**src/rtl/fetch_stage_if.sv**
```systemverilog
// Fetch stage bus: instruction memory port plus the decode-side bundle.
interface fetch_stage_if #(
  parameter int PC_W    = 12,
  parameter int INSTR_W = 16
);
  logic               imem_en;
  logic [PC_W-1:0]    imem_addr;
  logic [INSTR_W-1:0] imem_rdata;
  logic               stall;
  logic               jflag;
  logic [PC_W-1:0]    jdest;
  logic               id_valid;
  logic [PC_W-1:0]    id_pc;
  logic [INSTR_W-1:0] id_instr;

  modport master (
    output imem_en, imem_addr,
    output id_valid, id_pc, id_instr,
    input  imem_rdata, stall, jflag, jdest
  );

  modport slave (
    input  imem_en, imem_addr,
    input  id_valid, id_pc, id_instr,
    output imem_rdata, stall, jflag, jdest
  );
endinterface

```
**src/rtl/fetch_stage.sv**
```systemverilog
// Instruction fetch: owns the pc, drives sync imem, handles stall,
// branch flush and HLT.
module fetch_stage #(
  parameter int PC_W    = 12,
  parameter int INSTR_W = 16,
  parameter logic [PC_W-1:0] RESET_PC = '0
) (
  input  logic          clk,
  input  logic          rst,
  fetch_stage_if.master bus,
  output logic          halted,
  output logic [15:0]   fetch_count
);

  typedef enum logic [1:0] {
    FILL,
    RUN,
    HALT
  } state_e;

  state_e          state_q, state_d;
  logic [PC_W-1:0] fetch_pc_q, fetch_pc_d;
  logic [PC_W-1:0] id_pc_q, id_pc_d;
  logic            id_valid_q, id_valid_d;
  logic [15:0]     cnt_q, cnt_d;

  logic accept, take, hlt, en;

  assign accept = id_valid_q & ~bus.stall;
  assign take   = accept & bus.jflag;
  assign hlt    = accept
                & (bus.imem_rdata[15:14] == 2'b11)
                & (bus.imem_rdata[7:4] == 4'b1111);

  always_comb begin
    state_d    = state_q;
    fetch_pc_d = fetch_pc_q;
    id_pc_d    = id_pc_q;
    id_valid_d = id_valid_q;
    en         = 1'b0;
    unique case (state_q)
      FILL: begin
        en         = 1'b1;
        id_pc_d    = fetch_pc_q;
        fetch_pc_d = fetch_pc_q + 1'b1;
        id_valid_d = 1'b1;
        state_d    = RUN;
      end
      RUN: begin
        if (hlt) begin
          id_valid_d = 1'b0;
          state_d    = HALT;
        end else if (take) begin
          // drop the wrong-path word already in flight
          fetch_pc_d = bus.jdest;
          id_valid_d = 1'b0;
        end else if (id_valid_q & bus.stall) begin
          en = 1'b0;
        end else begin
          en         = 1'b1;
          id_pc_d    = fetch_pc_q;
          fetch_pc_d = fetch_pc_q + 1'b1;
          id_valid_d = 1'b1;
        end
      end
      HALT: begin
        id_valid_d = 1'b0;
      end
      default: begin
        state_d = FILL;
      end
    endcase
  end

  always_comb begin
    cnt_d = cnt_q;
    if (accept && cnt_q != 16'hFFFF)
      cnt_d = cnt_q + 16'd1;
  end

  always_ff @(posedge clk) begin
    if (rst) begin
      state_q    <= FILL;
      fetch_pc_q <= RESET_PC;
      id_pc_q    <= '0;
      id_valid_q <= 1'b0;
      cnt_q      <= '0;
    end else begin
      state_q    <= state_d;
      fetch_pc_q <= fetch_pc_d;
      id_pc_q    <= id_pc_d;
      id_valid_q <= id_valid_d;
      cnt_q      <= cnt_d;
    end
  end

  assign bus.imem_en   = en;
  assign bus.imem_addr = fetch_pc_q;
  assign bus.id_valid  = id_valid_q;
  assign bus.id_pc     = id_pc_q;
  assign bus.id_instr  = bus.imem_rdata;
  assign halted        = (state_q == HALT);
  assign fetch_count   = cnt_q;

endmodule

```
**src/flat_wrapper.sv**
```systemverilog
// flat-port wrapper written by rule: the top's interface ports become plain ports
module fetch_stage_flat 
#(
  parameter int PC_W    = 12,
  parameter int INSTR_W = 16,
  parameter logic [PC_W-1:0] RESET_PC = '0
)
  (clk, rst, halted, fetch_count, bus_imem_en, bus_imem_addr, bus_id_valid, bus_id_pc, bus_id_instr, bus_imem_rdata, bus_stall, bus_jflag, bus_jdest);
  fetch_stage_if #(.PC_W(PC_W), .INSTR_W(INSTR_W)) bus_i ();
  input  logic clk;
  input  logic rst;
  output logic halted;
  output logic [15:0] fetch_count;
  output wire logic [$bits(bus_i.imem_en)-1:0] bus_imem_en;
  output wire logic [$bits(bus_i.imem_addr)-1:0] bus_imem_addr;
  output wire logic [$bits(bus_i.id_valid)-1:0] bus_id_valid;
  output wire logic [$bits(bus_i.id_pc)-1:0] bus_id_pc;
  output wire logic [$bits(bus_i.id_instr)-1:0] bus_id_instr;
  input wire logic [$bits(bus_i.imem_rdata)-1:0] bus_imem_rdata;
  input wire logic [$bits(bus_i.stall)-1:0] bus_stall;
  input wire logic [$bits(bus_i.jflag)-1:0] bus_jflag;
  input wire logic [$bits(bus_i.jdest)-1:0] bus_jdest;
  assign bus_imem_en = bus_i.imem_en;
  assign bus_imem_addr = bus_i.imem_addr;
  assign bus_id_valid = bus_i.id_valid;
  assign bus_id_pc = bus_i.id_pc;
  assign bus_id_instr = bus_i.id_instr;
  assign bus_i.imem_rdata = bus_imem_rdata;
  assign bus_i.stall = bus_stall;
  assign bus_i.jflag = bus_jflag;
  assign bus_i.jdest = bus_jdest;
  fetch_stage #(.PC_W(PC_W), .INSTR_W(INSTR_W), .RESET_PC(RESET_PC)) u_core (.clk(clk), .rst(rst), .bus(bus_i), .halted(halted), .fetch_count(fetch_count));
endmodule
```
**config.mk**
```make
export PLATFORM = sky130hd
export DESIGN_NAME = fetch_stage_flat
export DESIGN_NICKNAME = d
export VERILOG_FILES = /design/src/rtl/fetch_stage_if.sv /design/src/rtl/fetch_stage.sv /design/src/flat_wrapper.sv
export SDC_FILE = /design/constraint.sdc
export NUM_CORES = 1
export LEC_CHECK = 0
export BUFFER_PORTS_ARGS = -buffer_cell sky130_fd_sc_hd__buf_2
export CORE_MARGIN = 2
export CORE_UTILIZATION = 40
export CTS_CLUSTER_DIAMETER = 60
export DETAILED_ROUTE_END_ITERATION = 10
export PLACE_DENSITY = 0.67
export RECOVER_POWER = 100
export SYNTH_ARGS = -nofsm -noshare
export SYNTH_HDL_FRONTEND = slang
export SYNTH_SLANG_ARGS = --single-unit
```
**constraint.sdc**
```tcl
create_clock -name clk -period 2.8 [get_ports clk]
set_clock_uncertainty 0.2 [all_clocks]
set_input_delay 0.28 -clock clk [delete_from_list [all_inputs] [get_ports clk]]
set_output_delay 0.28 -clock clk [all_outputs]
set_load 0.03 [all_outputs]
```
==> results.sh, run 1 <==
export IMPL_run_status="complete, no violations"
export IMPL_cp_top_family="simple AND/OR/NAND/NOR gates"
export IMPL_path_buf_inv=1
export IMPL_max_vdd_ir_drop_mv=0.262
export IMPL_cp_required_ns=2.32
export IMPL_timing_fmax_mhz=426
export IMPL_cts_post_setup_buffers_inserted=0
export IMPL_x_dimension_of_the_die_um=80.9
export IMPL_hold_path_startpoint="rst"
export IMPL_synth_area_top_cells="sky130_fd_sc_hd__dfxtp_1, sky130_fd_sc_hd__a21oi_1, sky130_fd_sc_hd__buf_4"
export IMPL_avgViaCountPerCell=5.76
export IMPL_insertedDiodeCount=0
export IMPL_reg2reg_to="u_core.bus.imem_addr[8]"
export IMPL_layout_nets=378
export IMPL_clock_slew_at_reported_path_ffs_ns=0.08
export IMPL_max_cap_violations=0
export IMPL_post_synth_xor_area_fraction=0.00740
export IMPL_drc_errors=0
export IMPL_finalHoldViolations=0
export IMPL_synth_net_count=330
export IMPL_routedWlPerCell_um=14.9
export IMPL_core_area_um2=5820
export IMPL_num_rows=28
export IMPL_yosysWarnings=0
export IMPL_grt_start_max_net_pins=33
export IMPL_combinational_family_with_the_most_area_after_synthesis="simple AND/OR/NAND/NOR gates"
export IMPL_cts_hold_bufs=0
export IMPL_cp_start_kind="flip-flop"
export IMPL_drt_iter0_markers=83
export IMPL_sequential_fraction_of_the_synthesis_area=0.364
export IMPL_port_buffer_count=70
export IMPL_period_minus_slack_ns=2.35
export IMPL_setup_worst_path_end_class="output port"
export IMPL_report_final_setup_viol=0
export IMPL_powerDensity_nw_per_um2=479
export IMPL_min_delay_worst_endpoint="u_core.fetch_count[10]"
export IMPL_place_gp_congestion=0.823
export IMPL_netlist_cell_type_count=54
export IMPL_ctsRootBufferMaster="sky130_fd_sc_hd__clkbuf_8"
export IMPL_synth_async_reset_ratio=0
export IMPL_start_util=0.407
export IMPL_rsz0062_at_grt="false"
export IMPL_crit_path_cell_trace="and4bb_1 -> and2_0 -> nor2_1 -> buf_2"
export IMPL_timing_setup_tns_ns=0
export IMPL_hold_path_class="primary input to flip-flop"
export IMPL_grt_use_total=0.191
export IMPL_clk_path_buf_depth=2
export IMPL_wire_length_of_the_first_global_routing_pass_um=9990
export IMPL_cts_buffers=5
export IMPL_synth_compound_gate_area_share=0.252
export IMPL_clock_sinks=43
export IMPL_fp_dieH_um=80.9
export IMPL_layout_cells_non_filler=419
export IMPL_yosys_register_bits=43
export IMPL_setup_worst_path_class="flip-flop to output port"
export IMPL_design_portCount=91
export IMPL_dp_cells=412
export IMPL_post_route_cells_drive_above_1_share=0.113
export IMPL_clock_latency_ns=0.29
export IMPL_antenna_violations_before_repair=0
export IMPL_final_antenna_net_count=0
export IMPL_tritoncts_clock_tree="built"
export IMPL_postSynth_topFlopCell="sky130_fd_sc_hd__dfxtp_1"
export IMPL_synth_top_cells_by_count="sky130_fd_sc_hd__dfxtp_1, sky130_fd_sc_hd__a21oi_1, sky130_fd_sc_hd__o21ai_0, sky130_fd_sc_hd__nand3_1, sky130_fd_sc_hd__nand2_1"
export IMPL_rr_worst_depth=5
export IMPL_crit_path_max_fanout=10
export IMPL_synth_top_area_frac=0.364
export IMPL_worst_path_max_delay_cell="sky130_fd_sc_hd__dfxtp_1"
export IMPL_yosys_mux_area_fraction=0.0137
export IMPL_post_route_fraction_of_the_period_consumed_by_the_critical_path=0.839
export IMPL_syn_instance_count=296
export IMPL_regToRegSetupSlack_ns=0.51
export IMPL_reg2reg_from="u_core.bus.id_valid"
export IMPL_num_vias=2415
export IMPL_synth_edf_count=0
export IMPL_cellLeakagePower_nw=0.915
export IMPL_worst_path_largest_cell_delay_ns=0.49
export IMPL_tightest_slew_ns=0.734
export IMPL_grt_overflow_total=0
export IMPL_detailedRoute_firstPassIterationCount=6
export IMPL_die_area_um2=6550
export IMPL_first_global_vias=2209
export IMPL_slew_violations=0
export IMPL_synth_simple_gate_area_frac=0.266
export IMPL_post_synth_top_area_cell="sky130_fd_sc_hd__dfxtp_1"
export IMPL_syn_cell_area_um2=2370
export IMPL_worstHoldPathCells=2
export IMPL_post_cts_resize_count=0
export IMPL_dp_final_hpwl_um=4420
export IMPL_max_slew_margin=0.498
export IMPL_synthAdderAreaFrac=0.0106
export IMPL_wirelength_um=6250
export IMPL_synthToLayoutAreaGrowth_pct=13.7
export IMPL_per_instance_average_area_after_synthesis_um2=8.00
export IMPL_crit_arrival_ns=1.87
export IMPL_htree_num_levels=2
export IMPL_yosysMostFrequentCell="sky130_fd_sc_hd__dfxtp_1"
-- cells in the final DEF, fill, tap and decap left out, types with 2 or more instances in the layout --
master / synthesis / final
sky130_fd_sc_hd__nand2_1: 21 / 21
sky130_fd_sc_hd__clkbuf_1: 14 / 50
sky130_fd_sc_hd__a21oi_1: 31 / 31
sky130_fd_sc_hd__ha_1: 2 / 2
sky130_fd_sc_hd__buf_2: 5 / 22
sky130_fd_sc_hd__o211ai_1: 5 / 5
sky130_fd_sc_hd__buf_4: 16 / 4
sky130_fd_sc_hd__or4_1: 2 / 2
sky130_fd_sc_hd__a2111oi_0: 3 / 3
sky130_fd_sc_hd__nor3_1: 7 / 7
sky130_fd_sc_hd__clkbuf_8: 0 / 5
sky130_fd_sc_hd__o22ai_1: 3 / 3
sky130_fd_sc_hd__a211oi_1: 4 / 4
sky130_fd_sc_hd__a31oi_1: 5 / 5
sky130_fd_sc_hd__o21ai_0: 23 / 23
sky130_fd_sc_hd__o31ai_1: 6 / 6
sky130_fd_sc_hd__mux2_2: 2 / 2
sky130_fd_sc_hd__nand3_1: 22 / 22
sky130_fd_sc_hd__and4_1: 3 / 3
sky130_fd_sc_hd__nand2b_1: 2 / 2
sky130_fd_sc_hd__inv_1: 2 / 2
sky130_fd_sc_hd__dfxtp_1: 43 / 43
sky130_fd_sc_hd__nand4_1: 8 / 8
sky130_fd_sc_hd__nor2b_1: 6 / 6
sky130_fd_sc_hd__or3_1: 4 / 5
sky130_fd_sc_hd__o32ai_1: 2 / 2
sky130_fd_sc_hd__and2_1: 3 / 2
sky130_fd_sc_hd__nor2_1: 11 / 11
sky130_fd_sc_hd__nor4_1: 4 / 4
sky130_fd_sc_hd__xor2_1: 2 / 2
sky130_fd_sc_hd__and3_1: 11 / 11
-- metrics by stage --
step | power (mW) | worst slack [ns] | area, um2 | hold slack [ns] | utilization
floorplan | 0.805 | 0.734 | 2370 | 0.239 | -
finish | 1.29 | 0.452 | 2690 | 0.0613 | 0.463
detailed placement | 0.836 | 0.670 | 2660 | 0.266 | 0.457
global placement | 0.833 | 0.721 | 2660 | 0.266 | 0.457
CTS | 1.31 | 0.577 | 2770 | 0.0516 | 0.475
global route | 1.34 | 0.271 | 2690 | 0.0680 | 0.463
-- flip-flops by register name (all words and copies together), names as in the netlist --
name	flops
u_core.bus.id_pc	12
u_core.bus.imem_addr	12
u_core.state_q	2
u_core.fetch_count	16
u_core.bus.id_valid	1
-- report_power, final --
part | switching (mW) | leakage (nW) | internal, mW
logic | 0.115 | 0.515 | 0.0489
registers | 0.0237 | 0.349 | 0.628
clock network | 0.214 | 0.0502 | 0.261
total | 0.352 | 0.915 | 0.938
-- worst register-to-register path, cell delays in order, from the launching register on --
cell and delay [ns]:
sky130_fd_sc_hd__dfxtp_1 0.47, sky130_fd_sc_hd__and4bb_1 0.25, sky130_fd_sc_hd__clkbuf_1 0.42, sky130_fd_sc_hd__nand2_1 0.44, sky130_fd_sc_hd__o31ai_1 0.32, sky130_fd_sc_hd__a221oi_1 0.07
-- how the worst max path moves through the flow --
| stage | start | end | slack [ns] | cells past startpoint |
|---|---|---|---|---|
| floorplan | u_core.fetch_count[0] | u_core.fetch_count[3] | 0.73 | 6 |
| global placement | bus_stall | u_core.fetch_count[15] | 0.72 | 5 |
| detailed placement | bus_stall | u_core.fetch_count[15] | 0.67 | 5 |
| CTS | u_core.state_q[1] | bus_imem_en | 0.58 | 4 |
| global route | u_core.bus.id_valid | u_core.bus.imem_addr[8] | 0.27 | 5 |
| finish | u_core.state_q[1] | bus_imem_en | 0.45 | 4 |
-- final cells by class --
| type | instances | area [um2] |
|---|---|---|
| Fill cell | 615 | 3120 |
| Multi-Input combinational cell | 216 | 1300 |
| Sequential cell | 43 | 861 |
| Timing Repair Buffer | 76 | 328 |
| Tap cell | 75 | 93.8 |
| Clock buffer | 5 | 68.8 |
| Clock inverter | 2 | 37.5 |
| Inverter | 2 | 7.51 |
-- logic make-up (layout without fill, tap and decap cells) --
logic type                 Yosys count  count (layout)
DFF                                 43              43
muxes                                3               3
adders and majority gates            2               2
AOI/OAI and AO/OA                   96              96
xor gates and xnor gates             2               2
buffers and inverters               37              85
and+or+nand+nor                    113             113
-- layer usage --
metal  vias up  part of all wire  track usage
li1       1203                 -            -
met1      1132              0.45        0.238
met2        74              0.49        0.329
met3         6             0.059       0.0389
met4         0            0.0058       0.0610
met5         -                 0            0
(Power assumes the default switching activity.)
==> run 2: changes to the inputs <==
PLACE_DENSITY = 0.7   (was 0.67)
clock period = 2.12 ns   (was 2.8 ns; I/O delays follow)
==> run 2 against run 1 <==
Compared with the run above: register-to-register slack got worse by 0.36 ns; critical path depth did not move; die area is the same; clock power is 7.6% higher; worst hold slack got worse by 0.019 ns; sequential power grew 32%; highest routed layer unchanged; via count rose by 5.1%; largest cell class unchanged; cell count up 4.1%.
==> results.sh, run 2 (synthesis gave the netlist of run 1 again) <==
export IMPL_run_status="complete, no violations"
export IMPL_reg2reg_from="u_core.fetch_count[5]"
export IMPL_max_reg_flops=16
export IMPL_fp_dieH_um=80.9
export IMPL_powerDensity_nw_per_um2=564
export IMPL_tritoncts_clock_tree="built"
export IMPL_design_portCount=91
export IMPL_drt_iter0_markers=90
export IMPL_finalHoldViolations=0
export IMPL_p_seq_frac=0.537
export IMPL_drc_errors=0
export IMPL_htree_num_levels=2
export IMPL_timing_fmax_mhz=494
export IMPL_cts_post_setup_buffers_inserted=0
export IMPL_antenna_violations_before_repair=0
export IMPL_power_dissipated_by_switching_net_loads_mw=0.470
export IMPL_final_hold_worst_slack_ns=0.0426
export IMPL_crit_arrival_ns=1.61
export IMPL_num_rows=28
export IMPL_tightest_slew_ns=0.500
export IMPL_clk_path_buf_depth=2
export IMPL_core_area_um2=5820
export IMPL_dp_final_hpwl_um=4680
export IMPL_die_area_um2=6550
export IMPL_most_common_layout_cells="sky130_fd_sc_hd__clkbuf_1, sky130_fd_sc_hd__dfxtp_1, sky130_fd_sc_hd__a21oi_1, sky130_fd_sc_hd__o21ai_0, sky130_fd_sc_hd__nand3_1"
export IMPL_cp_start_kind="flip-flop"
export IMPL_period_minus_slack_ns=2.02
export IMPL_place_gp_congestion=0.829
export IMPL_placement_cell_area_um2=2780
export IMPL_grt_overflow_total=0
export IMPL_path_buf_inv=1
export IMPL_first_global_vias=2234
export IMPL_grt_start_max_net_pins=30
export IMPL_routedWlPerCell_um=14.7
export IMPL_x_dimension_of_the_die_um=80.9
export IMPL_clock_sinks=43
export IMPL_hold_path_class="primary input to flip-flop"
export IMPL_setup_worst_path_end_class="output port"
export IMPL_wire_length_of_the_first_global_routing_pass_um=10500
export IMPL_insertedDiodeCount=0
export IMPL_port_buffer_count=70
export IMPL_layout_nets=394
export IMPL_fin_area_um2=2840
export IMPL_ctsRootBufferMaster="sky130_fd_sc_hd__clkbuf_8"
export IMPL_worst_path_largest_cell_delay_ns=0.44
export IMPL_power_switching_fraction=0.294
export IMPL_power_clock_fraction=0.319
export IMPL_cp_top_family="simple AND/OR/NAND/NOR gates"
export IMPL_detailedRoute_firstPassIterationCount=4
export IMPL_max_slew_margin=0.658
export IMPL_crit_path_cell_trace="and4bb_1 -> and2_2 -> nor2_2 -> clkbuf_4"
export IMPL_post_route_cells_drive_above_1_share=0.172
export IMPL_hold_path_startpoint="rst"
export IMPL_max_vdd_ir_drop_mv=0.357
export IMPL_cts_buffers=5
export IMPL_synthToLayoutAreaGrowth_pct=20.0
export IMPL_max_cap_violations=0
export IMPL_report_final_setup_viol=0
export IMPL_wirelength_um=6420
export IMPL_timing_setup_tns_ns=0
export IMPL_post_route_fraction_of_the_period_consumed_by_the_critical_path=0.954
export IMPL_num_vias=2538
export IMPL_crit_path_max_fanout=8
export IMPL_clock_latency_ns=0.30
export IMPL_worst_path_max_delay_cell="sky130_fd_sc_hd__dfxtp_1"
export IMPL_setup_worst_path_class="flip-flop to output port"
export IMPL_cp_startpoint="u_core.state_q[0]"
export IMPL_start_util=0.407
export IMPL_cellLeakagePower_nw=1.01
export IMPL_grt_use_total=0.200
export IMPL_mostFrequentLayoutCell="sky130_fd_sc_hd__clkbuf_1"
export IMPL_p_int_mw=1.13
export IMPL_avgViaCountPerCell=5.82
export IMPL_slew_violations=0
export IMPL_final_antenna_net_count=0
export IMPL_power_combinational_fraction=0.144
export IMPL_layout_filler_cells=600
export IMPL_cp_required_ns=1.71
export IMPL_clock_slew_at_reported_path_ffs_ns=0.09
export IMPL_rsz0062_at_grt="false"
## run 2: cell types whose count changed in the layout (fill, tap and decap cells not counted), sizes merged
cell         delta
dlygate4sd3     +2
buf            +14
clkinv          +3
bufinv          -1
clkinvlp        -1
## run 2: final cells by class
class,instances,area (um2),area share
timing repair buffer,92,472,0.166
sequential,43,866,0.305
clock inverter,3,15.0,0.00529
tap,75,93.8,0.0330
multi-input combinational,216,1320,0.464
inverter,2,7.51,0.00264
clock buffer,5,68.8,0.0242
## run 2: stage by stage
step | power, mW | instances | util | setup slack [ns]
5_1_grt | 1.68 | 436 | 0.488 | 0.00213
3_5_place_dp | 1.11 | 426 | 0.477 | 0.206
2_1_floorplan | 1.06 | 296 | - | 0.0538
6_report | 1.60 | 436 | 0.488 | 0.0967
4_1_cts | 1.63 | 436 | 0.496 | 0.0276
3_3_place_gp | 1.11 | 426 | 0.477 | 0.247
## run 2: metal layers
layer,vias up,track usage,part of all wire
li1,1244,-,-
met4,0,0.0492,0.011
met3,8,0.0400,0.083
met5,-,0,0
met1,1187,0.253,0.43
met2,99,0.347,0.48
## run 2: path summary, 6_finish.rpt
kind | to | slack [ns] | cells past startpoint
worst max-delay path | bus_imem_en | 0.1 | 4
worst min-delay path | u_core.state_q[1] | 0.04 | 2
worst max register to register | u_core.fetch_count[15] | 0.15 | 4
worst min register to register | u_core.bus.id_pc[4] | 0.28 | 2
## run 2: power groups by stage
stage	Clock (mW)	Combinational, mW	Sequential [mW]
floorplan	0	0.149	0.914
global placement	0	0.233	0.878
detailed placement	0	0.234	0.879
CTS	0.531	0.237	0.860
global route	0.558	0.252	0.866
finish	0.511	0.231	0.861
## run 2: repair_timing
| action | 4_1_cts | 5_1_grt |
|---|---|---|
| endpoints found under the setup margin | 1 | 2 |
| endpoints found under the hold margin | 2 | 0 |
| hold buffers | 2 | 0 |
| gates resized for setup | 2 | 6 |
==> run 3: changes to the inputs <==
CELL_PAD_IN_SITES_DETAIL_PLACEMENT = 1   (was not set)
CELL_PAD_IN_SITES_GLOBAL_PLACEMENT = 2   (was not set)
CORE_UTILIZATION = 24   (was 40)
PLACE_DENSITY = not set   (was 0.7)
PLACE_DENSITY_LB_ADDON = 0.1   (was not set)
==> run 3 against run 2 <==
Compared with the run above: setup slack improved by 0.047 ns; combinational power grew 13%; flip-flop and latch count unchanged; die area rose by 63%; wire length grew 32%; first-iteration DRC count down 40%; cell count increased by 16%; design area is 5.6% higher; via count increased by 0.99%; worst hold slack gained 0.0018 ns; maximum frequency is 2.4% higher; critical path type unchanged; largest cell class unchanged; largest power group unchanged; highest routed layer unchanged.
==> results.sh, run 3 (synthesis gave the netlist of run 1 again) <==
export IMPL_post_route_cells_drive_above_1_share=0.173
export IMPL_tritoncts_clock_tree="built"
export IMPL_core_area_um2=9680
export IMPL_insertedDiodeCount=0
export IMPL_max_reg_flops=16
export IMPL_powerDensity_nw_per_um2=632
export IMPL_timing_setup_tns_ns=0
export IMPL_clock_latency_ns=0.30
export IMPL_antenna_violations_before_repair=0
export IMPL_crit_arrival_ns=1.56
export IMPL_grt_overflow_total=0
export IMPL_detailedRoute_firstPassIterationCount=5
export IMPL_drt_iter0_markers=54
export IMPL_ctsRootBufferMaster="sky130_fd_sc_hd__clkbuf_8"
export IMPL_num_rows=36
export IMPL_max_cap_violations=0
export IMPL_start_util=0.244
export IMPL_max_slew_margin=0.610
export IMPL_wire_length_of_the_first_global_routing_pass_um=13600
export IMPL_rsz0062_at_grt="false"
export IMPL_place_gp_congestion=0.747
export IMPL_design_portCount=91
export IMPL_routedWlPerCell_um=16.8
export IMPL_crit_path_cell_trace="and4bb_1 -> and2_0 -> nor2_2 -> buf_2"
export IMPL_tightest_slew_ns=0.570
export IMPL_report_final_setup_viol=0
export IMPL_total_power_mw=1.89
export IMPL_regToRegSetupSlack_ns=0.17
export IMPL_cts_buffers=5
export IMPL_slew_violations=0
export IMPL_max_vdd_ir_drop_mv=0.223
export IMPL_cellLeakagePower_nw=1.06
export IMPL_fp_dieH_um=103
export IMPL_die_area_um2=10700
export IMPL_avgViaCountPerCell=5.09
export IMPL_setup_worst_path_class="flip-flop to output port"
export IMPL_most_common_layout_cells="sky130_fd_sc_hd__clkbuf_1, sky130_fd_sc_hd__dfxtp_1, sky130_fd_sc_hd__a21oi_1"
export IMPL_layout_filler_cells=1229
export IMPL_crit_path_max_fanout=8
export IMPL_run_status="complete, no violations"
export IMPL_worst_path_largest_cell_delay_ns=0.37
export IMPL_x_dimension_of_the_die_um=103
export IMPL_post_route_fraction_of_the_period_consumed_by_the_critical_path=0.932
export IMPL_timing_fmax_mhz=506
export IMPL_grt_use_total=0.163
export IMPL_htree_num_levels=2
export IMPL_grt_start_max_net_pins=25
export IMPL_clock_sinks=43
export IMPL_finalHoldViolations=0
export IMPL_synthToLayoutAreaGrowth_pct=26.7
export IMPL_wirelength_um=8460
export IMPL_final_antenna_net_count=0
export IMPL_cp_start_kind="flip-flop"
export IMPL_dp_final_hpwl_um=6270
export IMPL_worst_path_max_delay_cell="sky130_fd_sc_hd__dfxtp_1"
export IMPL_mostFrequentLayoutCell="sky130_fd_sc_hd__clkbuf_1"
export IMPL_num_vias=2563
export IMPL_layout_nets=404
export IMPL_setup_worst_path_end_class="output port"
export IMPL_port_buffer_count=70
export IMPL_cp_required_ns=1.71
export IMPL_drc_errors=0
export IMPL_clock_slew_at_reported_path_ffs_ns=0.08
export IMPL_first_global_vias=2556
export IMPL_period_minus_slack_ns=1.98
export IMPL_hold_path_class="primary input to flip-flop"
export IMPL_cts_post_setup_buffers_inserted=0
export IMPL_clk_path_buf_depth=2
## run 3: per-layer routing
layer / up-vias / part of all wire / global-route usage
met4: 0 / 0.0077 / 0.0304
met2: 56 / 0.48 / 0.286
met3: 6 / 0.037 / 0.0289
met5: - / 0 / 0
met1: 1251 / 0.47 / 0.213
li1: 1250 / - / -
## run 3: worst max-delay path, delay by kind of cell (launching register included)
kind                   cells  cell delay [ns]
buffers and inverters      1             0.23
flip-flops                 1             0.37
AND/OR/NAND/NOR            3             0.67
## run 3: repair_timing
| action | in CTS | in global routing |
|---|---|---|
| hold buffers | 2 | 0 |
| endpoints found under the setup margin | 0 | 1 |
| resized for setup | 0 | 2 |
| endpoints found under the hold margin | 2 | 0 |
## run 3: final cells by class
type / instances / area, um2 / area share
inverter: 2 / 7.51 / 0.00250
tap: 133 / 166 / 0.0555
clock inverter: 2 / 60.1 / 0.0200
multi-input combinational: 216 / 1300 / 0.434
clock buffer: 6 / 72.6 / 0.0242
sequential: 43 / 861 / 0.287
timing repair buffer: 102 / 529 / 0.176
## run 3: path summary, 6_finish.rpt
kind,start,to,cells past startpoint
setup reg to reg,u_core.fetch_count[9],u_core.fetch_count[15],4
setup / recovery,u_core.bus.id_valid,bus_imem_en,4
hold reg to reg,u_core.bus.id_pc[2],u_core.bus.id_pc[2],2
hold / removal,rst,u_core.state_q[1],2
## run 3: stage by stage
step / std cells / cell area, um2 / setup slack [ns] / utilization / hold slack, ns
CTS: 504 / 3080 / 0.0400 / 0.318 / 0.0406
detailed placement: 494 / 2920 / 0.192 / 0.302 / 0.224
global route: 504 / 3000 / 0.00557 / 0.310 / 0.0656
global placement: 494 / 2920 / 0.164 / 0.302 / 0.224
floorplan: 296 / 2370 / 0.0538 / - / 0.171
finish: 504 / 3000 / 0.144 / 0.310 / 0.0444
## run 3: report_power, final
group	internal, mW	total, mW	switching, mW
registers	0.830	0.854	0.0244
clock network	0.472	0.780	0.308
logic	0.0860	0.261	0.175
